===== config.mk =====
export PLATFORM = sky130hd
export DESIGN_NAME = out_stream_collector
export DESIGN_NICKNAME = d
export VERILOG_FILES = /design/src/rtl/out_stream_collector.sv
export SDC_FILE = /design/constraint.sdc
export NUM_CORES = 1
export LEC_CHECK = 0
export CORE_MARGIN = 3
export CORE_UTILIZATION = 61
export CTS_CLUSTER_DIAMETER = 120
export DETAILED_ROUTE_END_ITERATION = 6
export GPL_TIMING_DRIVEN = 0
export PLACE_DENSITY = 0.8
export SETUP_SLACK_MARGIN = 0.2
export SLEW_MARGIN = 5
export SYNTH_ARGS = -nofsm -noshare
export SYNTH_HDL_FRONTEND = slang
export SYNTH_SLANG_ARGS = --single-unit

===== constraint.sdc =====
create_clock -name clk -period 6.1 [get_ports clk]
set_input_delay 1.22 -clock clk [delete_from_list [all_inputs] [get_ports clk]]
set_output_delay 1.22 -clock clk [all_outputs]
set_load 0.005 [all_outputs]

===== src/rtl/out_stream_collector.sv =====
// ---------------------------------------------------------------------------
// out_stream_collector
//
// Downstream stage of the multi-core matmul toplevel. Result words streamed
// out of the output buffer are queued in a first-word fall-through FIFO and
// re-emitted as an AXI-Stream master. The write side tracks the position of
// each word inside the result matrix (word within a burst, burst within the
// matrix) so that the final word of every matrix is tagged with TLAST.
//
// Ports
//   clk            rising-edge clock
//   rst_n          synchronous active-low reset
//   in_valid       in_data valid this cycle; the source cannot be stalled
//   in_data        result word (WIDTH*CHUNK_SIZE bits)
//   m_axis_tdata   head-of-FIFO word (0 while the FIFO is empty)
//   m_axis_tvalid  FIFO not empty
//   m_axis_tready  downstream accepts the current beat
//   m_axis_tlast   head word is the last word of a result matrix
//   frame_done     one-cycle pulse in the cycle after a TLAST beat handshake
//   overflow       sticky: an input word was dropped because the FIFO was full
//   busy           write FSM is mid-frame or the FIFO holds data
//   fifo_count     current FIFO occupancy, 0..FIFO_DEPTH
//   dbg_state      write FSM state (0 = IDLE, 1 = ACTIVE)
//
// Handshake: a beat transfers on every rising edge where m_axis_tvalid and
// m_axis_tready are both 1. Once m_axis_tvalid is raised it stays high, and
// m_axis_tdata/m_axis_tlast stay unchanged, until that beat transfers.
// m_axis_tvalid never depends combinationally on m_axis_tready.
//
// FIFO_DEPTH must be a power of two and at least 2 so that the pointers wrap
// naturally at their own width.
// ---------------------------------------------------------------------------
module out_stream_collector #(
    parameter int WIDTH      = 16,
    parameter int CHUNK_SIZE = 4,
    parameter int NUM_CORES  = 4,
    parameter int NUM_BLOCKS = 16,
    parameter int FIFO_DEPTH = 16
) (
    input  logic                          clk,
    input  logic                          rst_n,
    input  logic                          in_valid,
    input  logic [WIDTH*CHUNK_SIZE-1:0]   in_data,
    output logic [WIDTH*CHUNK_SIZE-1:0]   m_axis_tdata,
    output logic                          m_axis_tvalid,
    input  logic                          m_axis_tready,
    output logic                          m_axis_tlast,
    output logic                          frame_done,
    output logic                          overflow,
    output logic                          busy,
    output logic [$clog2(FIFO_DEPTH):0]   fifo_count,
    output logic                          dbg_state
);

    localparam int DW   = WIDTH * CHUNK_SIZE;
    localparam int AW   = $clog2(FIFO_DEPTH);
    localparam int CW   = AW + 1;
    // Counter widths are kept at least 1 bit so NUM_CORES/NUM_BLOCKS = 1 still elaborate.
    localparam int WC_W = (NUM_CORES  > 1) ? $clog2(NUM_CORES)  : 1;
    localparam int BC_W = (NUM_BLOCKS > 1) ? $clog2(NUM_BLOCKS) : 1;

    localparam logic [WC_W-1:0] WORD_LAST = WC_W'(NUM_CORES - 1);
    localparam logic [BC_W-1:0] BLK_LAST  = BC_W'(NUM_BLOCKS - 1);
    localparam logic [CW-1:0]   COUNT_MAX = CW'(FIFO_DEPTH);

    typedef enum logic {
        ST_IDLE   = 1'b0,
        ST_ACTIVE = 1'b1
    } wr_state_t;

    // -----------------------------------------------------------------------
    // Storage and pointers. Each entry is {tlast_tag, data}.
    // -----------------------------------------------------------------------
    logic [DW:0]     mem [FIFO_DEPTH];
    logic [AW-1:0]   wr_ptr_q;
    logic [AW-1:0]   rd_ptr_q;
    logic [CW-1:0]   count_q;

    logic [WC_W-1:0] word_cnt_q;
    logic [BC_W-1:0] blk_cnt_q;
    wr_state_t       state_q;
    wr_state_t       state_d;

    logic            frame_done_q;
    logic            overflow_q;

    logic            empty;
    logic            full;
    logic            push;
    logic            pop;
    logic            drop;
    logic            tlast_tag;
    logic [DW:0]     head;

    assign empty = (count_q == '0);
    assign full  = (count_q == COUNT_MAX);

    // Pop only looks at registered occupancy, so a word pushed into an empty
    // FIFO is never presented in the same cycle it arrives.
    assign pop  = !empty && m_axis_tready;
    // A full FIFO still accepts a word when the head leaves in the same cycle.
    assign push = in_valid && (!full || pop);
    assign drop = in_valid && full && !pop;

    assign tlast_tag = (word_cnt_q == WORD_LAST) && (blk_cnt_q == BLK_LAST);

    assign head = mem[rd_ptr_q];

    // -----------------------------------------------------------------------
    // Storage array: no reset needed, contents are only visible through the
    // pointers, which are reset.
    // -----------------------------------------------------------------------
    always_ff @(posedge clk) begin
        if (rst_n && push) begin
            mem[wr_ptr_q] <= {tlast_tag, in_data};
        end
    end

    // -----------------------------------------------------------------------
    // Pointers and occupancy.
    // -----------------------------------------------------------------------
    always_ff @(posedge clk) begin
        if (!rst_n) begin
            wr_ptr_q <= '0;
            rd_ptr_q <= '0;
            count_q  <= '0;
        end else begin
            if (push) begin
                wr_ptr_q <= wr_ptr_q + AW'(1);
            end
            if (pop) begin
                rd_ptr_q <= rd_ptr_q + AW'(1);
            end
            case ({push, pop})
                2'b10:   count_q <= count_q + CW'(1);
                2'b01:   count_q <= count_q - CW'(1);
                default: count_q <= count_q;
            endcase
        end
    end

    // -----------------------------------------------------------------------
    // Matrix position counters: advance only on accepted words, so a dropped
    // word does not shift the TLAST position of later words.
    // -----------------------------------------------------------------------
    always_ff @(posedge clk) begin
        if (!rst_n) begin
            word_cnt_q <= '0;
            blk_cnt_q  <= '0;
        end else if (push) begin
            if (word_cnt_q == WORD_LAST) begin
                word_cnt_q <= '0;
                if (blk_cnt_q == BLK_LAST) begin
                    blk_cnt_q <= '0;
                end else begin
                    blk_cnt_q <= blk_cnt_q + BC_W'(1);
                end
            end else begin
                word_cnt_q <= word_cnt_q + WC_W'(1);
            end
        end
    end

    // -----------------------------------------------------------------------
    // Write FSM: ACTIVE while a matrix is partially written. A single-word
    // matrix enters and leaves on the same push, so it never leaves IDLE.
    // -----------------------------------------------------------------------
    always_ff @(posedge clk) begin
        if (!rst_n) begin
            state_q <= ST_IDLE;
        end else begin
            state_q <= state_d;
        end
    end

    always_comb begin
        state_d = state_q;
        case (state_q)
            ST_IDLE: begin
                if (push && !tlast_tag) begin
                    state_d = ST_ACTIVE;
                end
            end
            ST_ACTIVE: begin
                if (push && tlast_tag) begin
                    state_d = ST_IDLE;
                end
            end
            default: state_d = ST_IDLE;
        endcase
    end

    // -----------------------------------------------------------------------
    // Status flags.
    // -----------------------------------------------------------------------
    always_ff @(posedge clk) begin
        if (!rst_n) begin
            frame_done_q <= 1'b0;
            overflow_q   <= 1'b0;
        end else begin
            frame_done_q <= pop && head[DW];
            if (drop) begin
                overflow_q <= 1'b1;
            end
        end
    end

    // -----------------------------------------------------------------------
    // Outputs. Data/last are forced to 0 when empty so the reset state and
    // idle bus are clean regardless of stale storage contents.
    // -----------------------------------------------------------------------
    assign m_axis_tvalid = !empty;
    assign m_axis_tdata  = empty ? '0   : head[DW-1:0];
    assign m_axis_tlast  = empty ? 1'b0 : head[DW];
    assign frame_done    = frame_done_q;
    assign overflow      = overflow_q;
    assign busy          = (state_q == ST_ACTIVE) || !empty;
    assign fifo_count    = count_q;
    assign dbg_state     = state_q;

endmodule


After elaboration in Yosys (flattened, before gate mapping)
Memories as Yosys holds them, arrays and structs flattened. A register that Yosys moved wholly into a read port is not among the register bits.
Index checks and enable logic that the tools add are counted.
{"block": "word_totals", "mem_bits_ro": 0, "word_cells": 51, "n_memories": 1, "in_bits": 68, "output_inout_bits": 75, "latch_bits": 0, "mem_bits_rw": 1040, "register_bits": 22}
{"name": "mem", "words": 16, "word_bits": 65, "read_ports": 1, "rd_ports_with_merged_regs": 1, "write_ports": 1, "line": "74", "rtl": "logic [DW:0] mem [FIFO_DEPTH];"}
{"block": "classes", "muxes": 12, "n_reduce_logical": 18, "shifts": 0, "bitwise": 1, "n_lt_le_gt_ge": 0, "multipliers": 0, "addsub": 6, "eq_ne": 5, "n_div": 0}
{"op": "$mux W64", "count": 1}
{"op": "$add A4 B1 Y4 const B", "count": 3}
{"op": "$mux W4", "count": 3}
{"op": "$pmux W5 S2", "count": 1}
{"op": "$logic_and A1 B1 Y1", "count": 9}
{"op": "$add A5 B1 Y5 const B", "count": 1}
{"op": "$eq A5 B5 Y1 const B", "count": 1}
{"op": "$logic_not A5 Y1", "count": 1}
{"op": "$mux W1", "count": 5}
{"op": "$sub A5 B1 Y5 const B", "count": 1}
{"op": "$eq A2 B2 Y1 const B", "count": 2}
{"op": "$eq A4 B4 Y1 const B", "count": 1}
{"op": "$logic_not A1 Y1", "count": 4}
{"op": "$add A2 B1 Y2 const B", "count": 1}
{"op": "$eq A2 B1 Y1 const B", "count": 1}
{"op": "$logic_or A1 B1 Y1", "count": 2}
{"op": "$mux W2", "count": 1}
{"op": "$pmux W1 S2", "count": 1}
{"op": "$reduce_and A2 Y1", "count": 1}
{"op": "$reduce_bool A2 Y1", "count": 1}
{"op": "$not A1 Y1", "count": 1}

Longest topological paths before layout
{"block": "depth", "ltp_word": 8, "depth_mapped": 9, "ltp_nobuf": 8}

Worst setup path after synthesis
No wires, ideal clock.
{"block": "synth_timing", "path_type": "input port to flip-flop", "from": "input in_valid", "to": "memory mem[12][0] (netlist name) (enable)", "t_required_ns": 5.611, "stages": 5, "setup_ns": 0.489, "slack_ns": 0.875, "arrival_time_ns": 4.737, "n_path_buf": 2, "cell_sequence": "clkbuf_1 -> o21a_1 -> buf_2 -> nand2_1 -> nor2_1"}
{"block": "synth_between", "elab_chain_cells": 4}
{"element": "start: declaration", "line": "42", "rtl": "input logic in_valid,"}
{"element": "$logic_and A1 B1 Y1", "line": "102", "rtl": "assign push = in_valid && (!full || pop);"}
{"element": "$logic_and A1 B1 Y1", "line": "114", "rtl": "if (rst_n && push) begin"}
{"element": "$mux W1", "line": "114"}
{"element": "$mux W1 (implied by the code)", "line": "115", "rtl": "mem[wr_ptr_q] <= {tlast_tag, in_data};"}
{"element": "end: declaration", "line": "74"}
No other way between the ends.

==> impl_metrics.tcl <==
set metrics [dict create \
    slew_headroom_pct 18.1 \
    grt_overflow_total 0 \
    cts.clk_slew.worst_paths_ps 60 \
    fmax_ghz 0.185 \
    vias 20064 \
    gp_congestion 0.757 \
    ant_nets 0 \
    worstSetupEndpointType "primary output" \
    hold_viol_final 0 \
    critical-path-top-delay-family "buffers and inverters" \
    final.setup.worst_slack_ps 689 \
    hp-class "register to register" \
    track_usage_pct 27.8 \
    clock-sinks 1066 \
    multi_input_area_um2 8510 \
    cellPowerDensity_nw_per_um2 342 \
    finalMaxSlewViolations 0 \
    nets 2111 \
    cp_num_buf_inv 4 \
    grt_max_degree 26 \
    ir_worst_vdd_mv 0.286 \
    status "finished, final reports clean" \
    seq_area_um2 31800 \
    seq_area_frac_synth_pct 78.2 \
    cts_hold_buf 0 \
    die_x_um 264 \
    synthCells 1749 \
    die_h_um 264 \
    cap_violations 0 \
    ys_ff_latch 1066 \
    pre_cts_slack_ps 1510 \
    antenna_found_initial 8 \
    cp_slowest_stage_delay_ps 920 \
    rr_endpoint "mem[1][36]" \
    path_cells "clkbuf_1 > clkbuf_1 > buf_1 > mux2i_1 > o22ai_1 > clkdlybuf4s50_1" \
    portBuffers 140 \
    h-tree-depth 3 \
    crit_path_frequent_cell "clkbuf_1" \
    critical_path.endpoint "m_axis_tdata[63]" \
    grt_pass1_wl_mm 141 \
    cts.repair.resized 0 \
    dr.first_iter.drc_count 2586 \
    yosys_warnings 0 \
    grt_pass1_vias 21214 \
    finClkSkew_ps 22.2 \
    postLayoutCoreUtil_pct 72.7 \
    post-cts-setup-buffers 0 \
    fin_total_pwr_w 0.0162 \
    final.period_utilization_pct 88.7 \
    yosys.area.top_type "edfxtp_1" \
    final-instance-count-excl-fill 2977 \
    syn-num-nets 1825 \
    core_area_um2 65200 \
    synth_area_um2 40600 \
    avgSynthCellArea_um2 23.2 \
    syn2layout_area_growth_pct 16.6 \
    drive_above_1_share_pct 24.1 \
    critPathLaunchType "register" \
    rsz0062_at_grt "false" \
    yosysTopAreaCellShare_pct 76.9 \
    viasPerCell 6.74 \
    synth_area_leaders "edfxtp_1 (77%), mux4_2 (14%), mux2i_1 (3.2%)" \
    period_minus_slack_ps 5410 \
    hpwl_mm 55.2 \
    setup_viol 0 \
    routed_wirelength_mm 95.5 \
    tns_ps 0 \
    worstPathArrival_ps 4190 \
    worstPathRequired_ps 4880 \
    insertion_delay_ps 670 \
    n_fill_cell 3486 \
    tightest_slew_ps 1230 \
    ys_types 44 \
    reg2reg_depth 8 \
    dr.pass1.iters 5 \
    dieArea_um2 69700 \
    clk_path_buf_depth 3 \
    rrSetupSlack_ps 2850 \
    min_from "word_cnt_q[0]" \
    rows 93 \
    slowest_stage "clkbuf_1" \
    leakagePower_nw 14.3 \
    wl_per_cell_um 32.1 \
    r2r_start "fifo_count[0]" \
    post-route-drc-count 0 \
    dp_cells 2787 \
    io-pin-count 143 \
    start_util_pct 62.3 \
    worst-path-stages 6 \
    cts_buffers 101 \
    cts_tree "built" \
    path_class "register to primary output" \
    cts_root_buf "clkbuf_16" \
    crit_fanout 10 \
]
registers in the layout, indices dropped and copies added (netlist names), named ones only:
| name | flops |
|---|---|
| fifo_count | 5 |
| mem | 1040 |
| frame_done | 1 |
| rd_ptr_q | 4 |
| wr_ptr_q | 4 |
| blk_cnt_q | 4 |
| word_cnt_q | 2 |
| overflow | 1 |
cells in the final DEF (no fill, tap or decap), drive strengths merged, types with 3 or more instances in the layout:
cell type / instances
a21oi: 12
buf: 111
bufinv: 6
clkbuf: 158
clkdlybuf4s50: 140
clkinv: 42
clkinvlp: 5
dfxtp: 26
diode: 4
edfxtp: 1040
ha: 8
inv: 5
mux2i: 130
mux4: 261
nand2: 19
nand2b: 5
nand3: 8
nor2: 25
nor3: 6
o211ai: 5
o21a: 5
o21ai: 7
o22ai: 64
or3: 6
xor2: 3
cell usage after synthesis:
cell type	n
or4_4	1
nor4_1	2
nor3_1	6
o21ai_1	2
mux4_2	261
edfxtp_1	1040
o2111a_1	1
nand3_1	8
o211ai_4	1
nor3b_1	1
o21ai_2	1
a22oi_1	1
buf_4	2
or3_1	6
xor2_1	3
o211ai_2	2
a22o_1	1
nand2_1	19
buf_2	43
a211oi_2	2
nand2b_1	5
a221oi_1	1
o211ai_1	2
dfxtp_1	26
buf_1	21
xnor2_1	1
a21boi_0	2
nor2_1	25
nor2b_1	1
nand4_1	2
buf_6	2
clkbuf_1	25
a21oi_1	12
o22ai_1	64
nand3b_1	2
mux2i_1	130
o41ai_2	1
ha_1	8
o211a_1	1
clkbuf_2	1
o21ai_0	4
and2_1	1
inv_1	4
o21a_1	5
per-stage QoR:
step | hold slack [ps] | cell area [um2]
4_1_cts | 478 | 47300
3_5_place_dp | 470 | 44200
3_3_place_gp | 458 | 43100
2_1_floorplan | 440 | 40600
5_1_grt | 501 | 47300
6_report | 475 | 47300
final cells by class:
cell class / count / area share, %
sequential: 1066 / 67.1
clock inverter: 54 / 0.933
clock buffer: 132 / 5.79
multi-input combinational: 585 / 18.0
timing repair buffer: 183 / 5.02
inverter: 4 / 0.0317
tap: 855 / 2.26
antenna: 4 / 0.0211
buffer: 94 / 0.909
metal layers:
layer  track usage, %  share of wire (%)  up-vias  wire, um
li1                 -                  -     8061         -
met5                0              0.054        -        52
met4             9.85                3.1        8      2930
met1             36.9                 36    10497     34200
met3             4.95                8.9      212      8480
met2             47.3                 52     1286     49800
where the power goes:
group          internal, W  switching, W
Clock              0.00342       0.00266
Combinational     0.000970       0.00100
Sequential         0.00810     0.0000278
Total               0.0125       0.00369
worst min path at each step:
stage,end,slack [ps],cells after the start
6_report,word_cnt_q[0],480,2
5_1_grt,word_cnt_q[0],500,2
4_1_cts,word_cnt_q[0],480,2
3_5_place_dp,word_cnt_q[0],470,2
3_3_place_gp,overflow,460,2
2_1_floorplan,word_cnt_q[1],440,2
worst register-to-register path, stage by stage, from the launching register on:
cell	delay, ps
dfxtp_1	540
or4_4	230
buf_6	150
o21a_1	140
buf_2	200
nand2_1	270
nor2_4	840
buf_12	310
buf_12	240
kinds of logic after synthesis:
family          after synthesis  synth area share [%]
fa+ha+maj                     8                 0.247
simple gates                 79                 0.925
mux                         391                  17.7
flops                      1066                  78.2
buf+inv                      98                  1.10
xor+xnor                      4                0.0863
compound gates              103                  1.73
Power figures use the tool's default switching activity.
